<file path="config.mk">
export PLATFORM = sky130hd
export DESIGN_NAME = correlator_bank
export DESIGN_NICKNAME = d
export VERILOG_FILES = /design/src/rtl/corr_pkg.sv /design/src/rtl/correlator_lane.sv /design/src/rtl/correlator_bank.sv
export SDC_FILE = /design/constraint.sdc
export NUM_CORES = 1
export LEC_CHECK = 0
export CORE_AREA = 2 2 133 148
export CTS_CLUSTER_SIZE = 8
export DETAILED_ROUTE_END_ITERATION = 16
export DIE_AREA = 0 0 135 150
export PLACE_DENSITY = 0.45
export SETUP_SLACK_MARGIN = 0.2
export SLEW_MARGIN = 0
export SYNTH_ARGS = -nofsm -noshare
export SYNTH_HDL_FRONTEND = slang
export SYNTH_SLANG_ARGS = --single-unit
</file>
<file path="constraint.sdc">
create_clock -name clk -period 3.35 [get_ports clk]
set_input_delay 0.335 -clock clk [delete_from_list [all_inputs] [get_ports clk]]
set_output_delay 0.335 -clock clk [all_outputs]
set_load 0.01 [all_outputs]
</file>
<file path="src/rtl/corr_pkg.sv">
// Shared definitions for the correlator bank: width helpers and the
// scan FSM encoding.
package corr_pkg;

    typedef enum logic {
        ACCUM = 1'b0,
        SCAN  = 1'b1
    } scan_state_t;

    function automatic int clog2(input int n);
        int r;
        r = 0;
        while ((1 << r) < n) r++;
        return r;
    endfunction

    // Index width that never collapses to zero bits.
    function automatic int idx_w(input int n);
        return (clog2(n) < 1) ? 1 : clog2(n);
    endfunction

    // A full window of matches is 2^WIN_LOG2, which needs one extra bit.
    function automatic int acc_w(input int win_log2);
        return win_log2 + 1;
    endfunction

endpackage

</file>
<file path="src/rtl/correlator_lane.sv">
// One correlator lane: loadable code, per-sample chip compare and a
// window accumulator whose final sum is latched at window end.
module correlator_lane
    import corr_pkg::*;
#(
    parameter int CODE_LEN = 8,
    parameter int ACC_W    = acc_w(8),
    parameter int PH_W     = idx_w(CODE_LEN)
) (
    input  logic                clk,
    input  logic                rst,
    input  logic                code_load,
    input  logic [CODE_LEN-1:0] code_in,
    input  logic                sample_en,
    input  logic                sig,
    input  logic [PH_W-1:0]     phase,
    input  logic                win_end,
    output logic [ACC_W-1:0]    value
);

    logic [CODE_LEN-1:0] r_code;
    logic [ACC_W-1:0]    r_acc;
    logic [ACC_W-1:0]    r_value;
    logic                w_match;
    logic [ACC_W-1:0]    w_sum;

    assign w_match = (sig == r_code[phase]);
    assign w_sum   = r_acc + ACC_W'(w_match);
    assign value   = r_value;

    // win_end arrives already qualified by sample_en and by the absence of code_load.
    always_ff @(posedge clk or negedge rst) begin
        if (!rst) begin
            r_code  <= '0;
            r_acc   <= '0;
            r_value <= '0;
        end else if (code_load) begin
            r_code <= code_in;
            r_acc  <= '0;
        end else if (sample_en) begin
            if (win_end) begin
                r_value <= w_sum;
                r_acc   <= '0;
            end else begin
                r_acc <= w_sum;
            end
        end
    end

endmodule

</file>
<file path="src/rtl/correlator_bank.sv">
// Bank of CHANNELS correlator lanes sharing one phase/window counter,
// with a sequential best-lane scan and a consecutive-window lock tracker.
module correlator_bank
    import corr_pkg::*;
#(
    parameter int CHANNELS = 2,
    parameter int CODE_LEN = 8,
    parameter int WIN_LOG2 = 8,
    parameter int THRESH   = 192,
    parameter int LOCK_CNT = 3,
    localparam int ACC_W   = acc_w(WIN_LOG2),
    localparam int IDX_W   = idx_w(CHANNELS)
) (
    input  logic                         clk,
    input  logic                         rst,
    input  logic                         sample_en,
    input  logic                         sig,
    input  logic                         code_load,
    input  logic [CHANNELS*CODE_LEN-1:0] codes_in,
    output logic [CHANNELS*ACC_W-1:0]    value,
    output logic                         value_valid,
    output logic [IDX_W-1:0]             best_idx,
    output logic [ACC_W-1:0]             best_value,
    output logic                         best_valid,
    output logic                         locked
);

    localparam int PH_W = idx_w(CODE_LEN);
    localparam int LC_W = idx_w(LOCK_CNT + 1);

    // The scan must finish before the next window can possibly end.
    generate
        if (CHANNELS < 1 || CODE_LEN < 2 || LOCK_CNT < 1 || (2 ** WIN_LOG2) < CHANNELS + 1) begin : g_bad_params
            $error("correlator_bank: invalid parameter combination");
        end
    endgenerate

    logic [PH_W-1:0]           r_phase;
    logic [WIN_LOG2-1:0]       r_win_cnt;
    scan_state_t               r_state;
    scan_state_t               w_state_nxt;
    logic [IDX_W-1:0]          r_scan_idx;
    logic [ACC_W-1:0]          r_run_max;
    logic [IDX_W-1:0]          r_run_idx;
    logic                      r_value_valid;
    logic [IDX_W-1:0]          r_best_idx;
    logic [ACC_W-1:0]          r_best_value;
    logic                      r_best_valid;
    logic [LC_W-1:0]           r_lock_cnt;
    logic                      r_locked;
    logic [CHANNELS*ACC_W-1:0] w_value;
    logic                      w_win_end;
    logic [ACC_W-1:0]          w_lane_val;
    logic                      w_scan_last;
    logic                      w_take;
    logic [ACC_W-1:0]          w_cand_val;
    logic [IDX_W-1:0]          w_cand_idx;
    logic                      w_good;
    logic [LC_W-1:0]           w_lock_nxt;

    assign w_win_end = sample_en && !code_load && (r_win_cnt == '1);

    generate
        for (genvar k = 0; k < CHANNELS; k++) begin : g_lane
            correlator_lane #(
                .CODE_LEN (CODE_LEN),
                .ACC_W    (ACC_W),
                .PH_W     (PH_W)
            ) u_lane (
                .clk       (clk),
                .rst       (rst),
                .code_load (code_load),
                .code_in   (codes_in[k*CODE_LEN +: CODE_LEN]),
                .sample_en (sample_en),
                .sig       (sig),
                .phase     (r_phase),
                .win_end   (w_win_end),
                .value     (w_value[k*ACC_W +: ACC_W])
            );
        end
    endgenerate

    always_ff @(posedge clk or negedge rst) begin
        if (!rst) begin
            r_phase   <= '0;
            r_win_cnt <= '0;
        end else if (code_load) begin
            r_phase   <= '0;
            r_win_cnt <= '0;
        end else if (sample_en) begin
            r_phase   <= (r_phase == PH_W'(CODE_LEN - 1)) ? '0 : r_phase + PH_W'(1);
            r_win_cnt <= r_win_cnt + WIN_LOG2'(1);
        end
    end

    // Lowest index wins ties: index 0 seeds the running max, later lanes need strictly more.
    assign w_lane_val  = w_value[int'(r_scan_idx)*ACC_W +: ACC_W];
    assign w_scan_last = (r_scan_idx == IDX_W'(CHANNELS - 1));
    assign w_take      = (r_scan_idx == '0) || (w_lane_val > r_run_max);
    assign w_cand_val  = w_take ? w_lane_val : r_run_max;
    assign w_cand_idx  = w_take ? r_scan_idx : r_run_idx;
    assign w_good      = (w_cand_val >= ACC_W'(THRESH));
    assign w_lock_nxt  = !w_good ? '0 :
                         (r_lock_cnt == LC_W'(LOCK_CNT)) ? r_lock_cnt : r_lock_cnt + LC_W'(1);

    always_ff @(posedge clk or negedge rst) begin
        if (!rst) r_state <= ACCUM;
        else      r_state <= w_state_nxt;
    end

    always_comb begin
        w_state_nxt = r_state;
        case (r_state)
            ACCUM:   if (w_win_end) w_state_nxt = SCAN;
            SCAN:    if (w_scan_last) w_state_nxt = ACCUM;
            default: w_state_nxt = ACCUM;
        endcase
    end

    always_ff @(posedge clk or negedge rst) begin
        if (!rst) begin
            r_value_valid <= 1'b0;
            r_scan_idx    <= '0;
            r_run_max     <= '0;
            r_run_idx     <= '0;
            r_best_idx    <= '0;
            r_best_value  <= '0;
            r_best_valid  <= 1'b0;
        end else begin
            r_value_valid <= w_win_end;
            r_best_valid  <= 1'b0;
            if (r_state == ACCUM) begin
                r_scan_idx <= '0;
            end else if (w_scan_last) begin
                r_best_idx   <= w_cand_idx;
                r_best_value <= w_cand_val;
                r_best_valid <= 1'b1;
                r_scan_idx   <= '0;
            end else begin
                r_run_max  <= w_cand_val;
                r_run_idx  <= w_cand_idx;
                r_scan_idx <= r_scan_idx + IDX_W'(1);
            end
        end
    end

    // A code change invalidates any lock history, even when a scan commits on the same edge.
    always_ff @(posedge clk or negedge rst) begin
        if (!rst) begin
            r_lock_cnt <= '0;
            r_locked   <= 1'b0;
        end else if (code_load) begin
            r_lock_cnt <= '0;
            r_locked   <= 1'b0;
        end else if (r_state == SCAN && w_scan_last) begin
            r_lock_cnt <= w_lock_nxt;
            r_locked   <= (w_lock_nxt == LC_W'(LOCK_CNT));
        end
    end

    assign value       = w_value;
    assign value_valid = r_value_valid;
    assign best_idx    = r_best_idx;
    assign best_value  = r_best_value;
    assign best_valid  = r_best_valid;
    assign locked      = r_locked;

endmodule

</file>
==> qor.log <==
qor: clock_tree.ctsLongestPathBuffers 2
qor: power.peak_supply_drop 0.228 mV
qor: sta.setup_viol 0
qor: floorplan.die_height 150 um
qor: global_route.globalRouteTotalUtil 0.110
qor: floorplan.fp.dieArea 20300 sq um
qor: global_route.grt_max_degree 46
qor: synth.netlist_top_cells_count 90 x sky130_fd_sc_hd__dfrtp_1, 59 x sky130_fd_sc_hd__nor2_1, 32 x sky130_fd_sc_hd__mux2_2
qor: synth.synthesis.area 4420 sq um
qor: synth.synthMostInstantiatedCell sky130_fd_sc_hd__dfrtp_1
qor: synth.synth_top_cells_by_area sky130_fd_sc_hd__dfrtp_1 51%, sky130_fd_sc_hd__mux2_2 8.2%, sky130_fd_sc_hd__nor2_1 5.0%
qor: synth.netlist.top_cell.by_area sky130_fd_sc_hd__dfrtp_1
qor: route.drt_pass1_iterations 4
qor: sta.fin_worst_hold_slack 0.00647 ns
qor: floorplan.initial_utilization 0.234
qor: worst_setup_path.r2r-end r_lock_cnt[0]$_DFFE_PN0P_
qor: clock_tree.cts_tree built
qor: sta.report.final.hold_viol_count 0
qor: sta.max-slew-margin-rel 0.492
qor: clock_tree.cts.root.buffer_cell sky130_fd_sc_hd__clkbuf_16
qor: clock_tree.postCtsSetupBuffers 0
qor: final_layout.utilization 0.293
qor: floorplan.chipWidth 135 um
qor: global_route.grt_pass1_wl 17300 um
qor: synth.synthesis.area_per_instance 10.8 sq um
qor: route.final_antenna_net_count 0
qor: sta.fin_crit_sh 0.853
qor: place.pre_cts_ws 0.386 ns
qor: clock_tree.clock_sink_count 90
qor: synth.ys.flop_type sky130_fd_sc_hd__dfrtp_1
qor: global_route.vias_in_the_first_global_route 3344
qor: route.routed-via-count 3209
qor: worst_setup_path.worst-endpoint-required 3.63 ns
qor: worst_setup_path.critical_path.max_fanout 11
qor: final_layout.post_route_cells_drive_above_1_share 0.140
qor: synth.synth-seq-cells 90
qor: worst_setup_path.arrival 3.14 ns
qor: worst_setup_path.classification_of_the_worst_setup_path register to register
qor: synth.synthArstFlopShare 1.00
qor: route.routed_wire_length_per_instance 14.8 um
qor: clock_tree.cts.hold.buffers_added 0
qor: synth.part_of_the_yosys_area_used_for_sequential_elements 0.510
qor: route.drc_errors 0
qor: worst_setup_path.ff2ff_setup_slack 0.49 ns
qor: final_layout.syn2layout_area_growth 25.0%
qor: hold_path.worst_min_path_class primary input to asynchronous set/reset pin
qor: power.p_leak 2.37 nW
qor: clock_tree.cts_resized 0
qor: worst_setup_path.setup.worst_path.start_class register
qor: synth.synth.yosys.warnings 0
qor: global_route.antenna_found_initial 0
qor: clock_tree.clock_tree.htree_level_count 3
qor: route.avgViaCountPerCell 4.51
qor: floorplan.placementRows 53
qor: route.drt_first_iter_violations 159
qor: synth.synth_top_cell_area_share 0.510
qor: place.numPortBuffers 51
qor: clock_tree.cts_made_buffers 9
qor: sta.fmax 350 MHz
qor: final_layout.final_cells 712
qor: final_layout.number_of_fill_cells 1959
qor: synth.synth_edf_count 0
qor: worst_setup_path.cell_count_of_the_worst_reg_to_reg_path 7
qor: run_status.outcome finished clean
qor: synth.postSynthNetCount 447
qor: sta.finalSetupTns 0 ns
qor: floorplan.pin_count 52
qor: final_layout.final_nets 498
qor: flow_run.max_cap_viol_count 0
qor: place.placed_cell_count 697
qor: sta.unrepaired_setup_endpoints_after_global_routing no
qor: sta.finClkSkew 0.0104 ns
qor: place.gpl_wtd_cong 0.780
qor: global_route.gr-total-overflow 0
qor: worst_setup_path.worstSetupEndpointType register
qor: clock_tree.clock_insertion_delay_worst_skew 0.34 ns
qor: route.detail_route.wirelength 10500 um
qor: sta.timing.final.max_slew_violations 0
qor: floorplan.core_footprint 18800 sq um
qor: worst_setup_path.regToRegStartpoint r_scan_idx$_DFF_PN0_
qor: synth.synth_cells 410
qor: sta.post-route-min-period 2.86 ns
qor: sta.layout_setup_ws 0.492 ns
qor: clock_tree.clock_pin_slew_on_the_worst_setup_and_hold_paths 0.07 ns
qor: sta.worst_pin_slew 0.762 ns
qor: final_layout.num_antenna_cells 0
qor: power.power-per-cell-area 485 nW/um^2
qor: place.place_hpwl 7510 um
qor: synth.ys_types 43
-- flip-flops by register name, summed over array words and instances (netlist names) --
name,flops
g_lane.u_lane.r_acc,18
g_lane.u_lane.value,18
g_lane.u_lane.r_code,16
best_value,9
r_run_max,9
r_win_cnt,8
r_phase,3
r_lock_cnt,2
best_idx,1
best_valid,1
locked,1
r_run_idx,1
r_scan_idx,1
r_state,1
value_valid,1
-- routing by layer --
metal / global-route usage / wire, um / vias up
met5: 0 / 0 / -
met4: 0.0536 / 255 / 0
met3: 0.0257 / 481 / 13
met2: 0.179 / 4940 / 63
met1: 0.138 / 4840 / 1581
li1: - / - / 1552
-- critical path: stages (launching register included) --
cell,delay [ns]
sky130_fd_sc_hd__dfrtp_1,0.63
sky130_fd_sc_hd__mux2_2,0.41
sky130_fd_sc_hd__ha_1,0.34
sky130_fd_sc_hd__nand4_4,0.15
sky130_fd_sc_hd__a211oi_4,0.32
sky130_fd_sc_hd__o211ai_2,0.29
sky130_fd_sc_hd__or4_1,0.58
sky130_fd_sc_hd__nand3_1,0.08
-- metrics by stage --
step                      area (sq um)  total power [mW]
after floorplan                   4420              1.41
after detailed placement          5200              1.60
after global routing              5520              2.81
after global placement            5200              1.59
final                             5520              2.67
after CTS                         5520              2.73
-- placed cells by master (no fill, tap or decap), types with 7 or more instances in the layout --
| master | instances |
|---|---|
| sky130_fd_sc_hd__dfrtp_1 | 89 |
| sky130_fd_sc_hd__nor2_1 | 59 |
| sky130_fd_sc_hd__clkdlybuf4s50_1 | 50 |
| sky130_fd_sc_hd__mux2_2 | 32 |
| sky130_fd_sc_hd__nand2_1 | 23 |
| sky130_fd_sc_hd__a21oi_1 | 22 |
| sky130_fd_sc_hd__o21ai_0 | 22 |
| sky130_fd_sc_hd__ha_1 | 16 |
| sky130_fd_sc_hd__xor2_1 | 12 |
| sky130_fd_sc_hd__nand3_1 | 12 |
| sky130_fd_sc_hd__inv_1 | 11 |
| sky130_fd_sc_hd__nor3_1 | 11 |
| sky130_fd_sc_hd__xnor2_1 | 10 |
| sky130_fd_sc_hd__o22ai_1 | 9 |
| sky130_fd_sc_hd__clkbuf_16 | 9 |
| sky130_fd_sc_hd__buf_4 | 7 |
-- how the worst max path moves through the flow --
stage / startpoint / endpoint / slack [ns] / depth (start not counted)
floorplan: r_phase[0]$_DFFE_PN0P_ / g_lane[0].u_lane.r_acc[8]$_DFFE_PN0P_ / 0.60 / 11
global placement: r_phase[0]$_DFFE_PN0P_ / g_lane[0].u_lane.r_acc[8]$_DFFE_PN0P_ / 0.50 / 10
detailed placement: r_phase[0]$_DFFE_PN0P_ / g_lane[0].u_lane.r_acc[8]$_DFFE_PN0P_ / 0.39 / 10
CTS: r_phase[0]$_DFFE_PN0P_ / g_lane[0].u_lane.r_acc[8]$_DFFE_PN0P_ / 0.38 / 10
global route: r_phase[0]$_DFFE_PN0P_ / g_lane[1].u_lane.r_acc[8]$_DFFE_PN0P_ / 0.25 / 10
finish: r_scan_idx$_DFF_PN0_ / r_lock_cnt[0]$_DFFE_PN0P_ / 0.49 / 7
-- power by group --
part,switching [mW],leakage (nW),internal (mW)
Combinational,0.162,1.03,0.191
Sequential,0.0571,1.18,1.16
Clock,0.413,0.156,0.692
-- cell type report --
| cell class | instances | area (sq um) | share of cell area |
|---|---|---|---|
| clock buffers | 13 | 260 | 0.0472 |
| flip-flops and latches | 90 | 2250 | 0.408 |
| inverters | 13 | 48.8 | 0.00884 |
| well taps | 247 | 309 | 0.0560 |
| clock inverters | 2 | 60.1 | 0.0109 |
| multi-input cells | 290 | 2030 | 0.369 |
| repair buffers | 57 | 553 | 0.100 |
-- logic make-up (layout without fill, tap and decap cells) --
logic type,Yosys count,after routing,share of synthesized area
AOI/OAI and AO/OA,79,79,0.111
buffers and inverters,30,85,0.0292
muxes,46,46,0.126
and+or+nand+nor,127,127,0.135
xor gates and xnor gates,22,22,0.0436
adders and majority gates,16,16,0.0453
DFF,90,90,0.510
No activity file was read; power rests on OpenSTA's default activity.
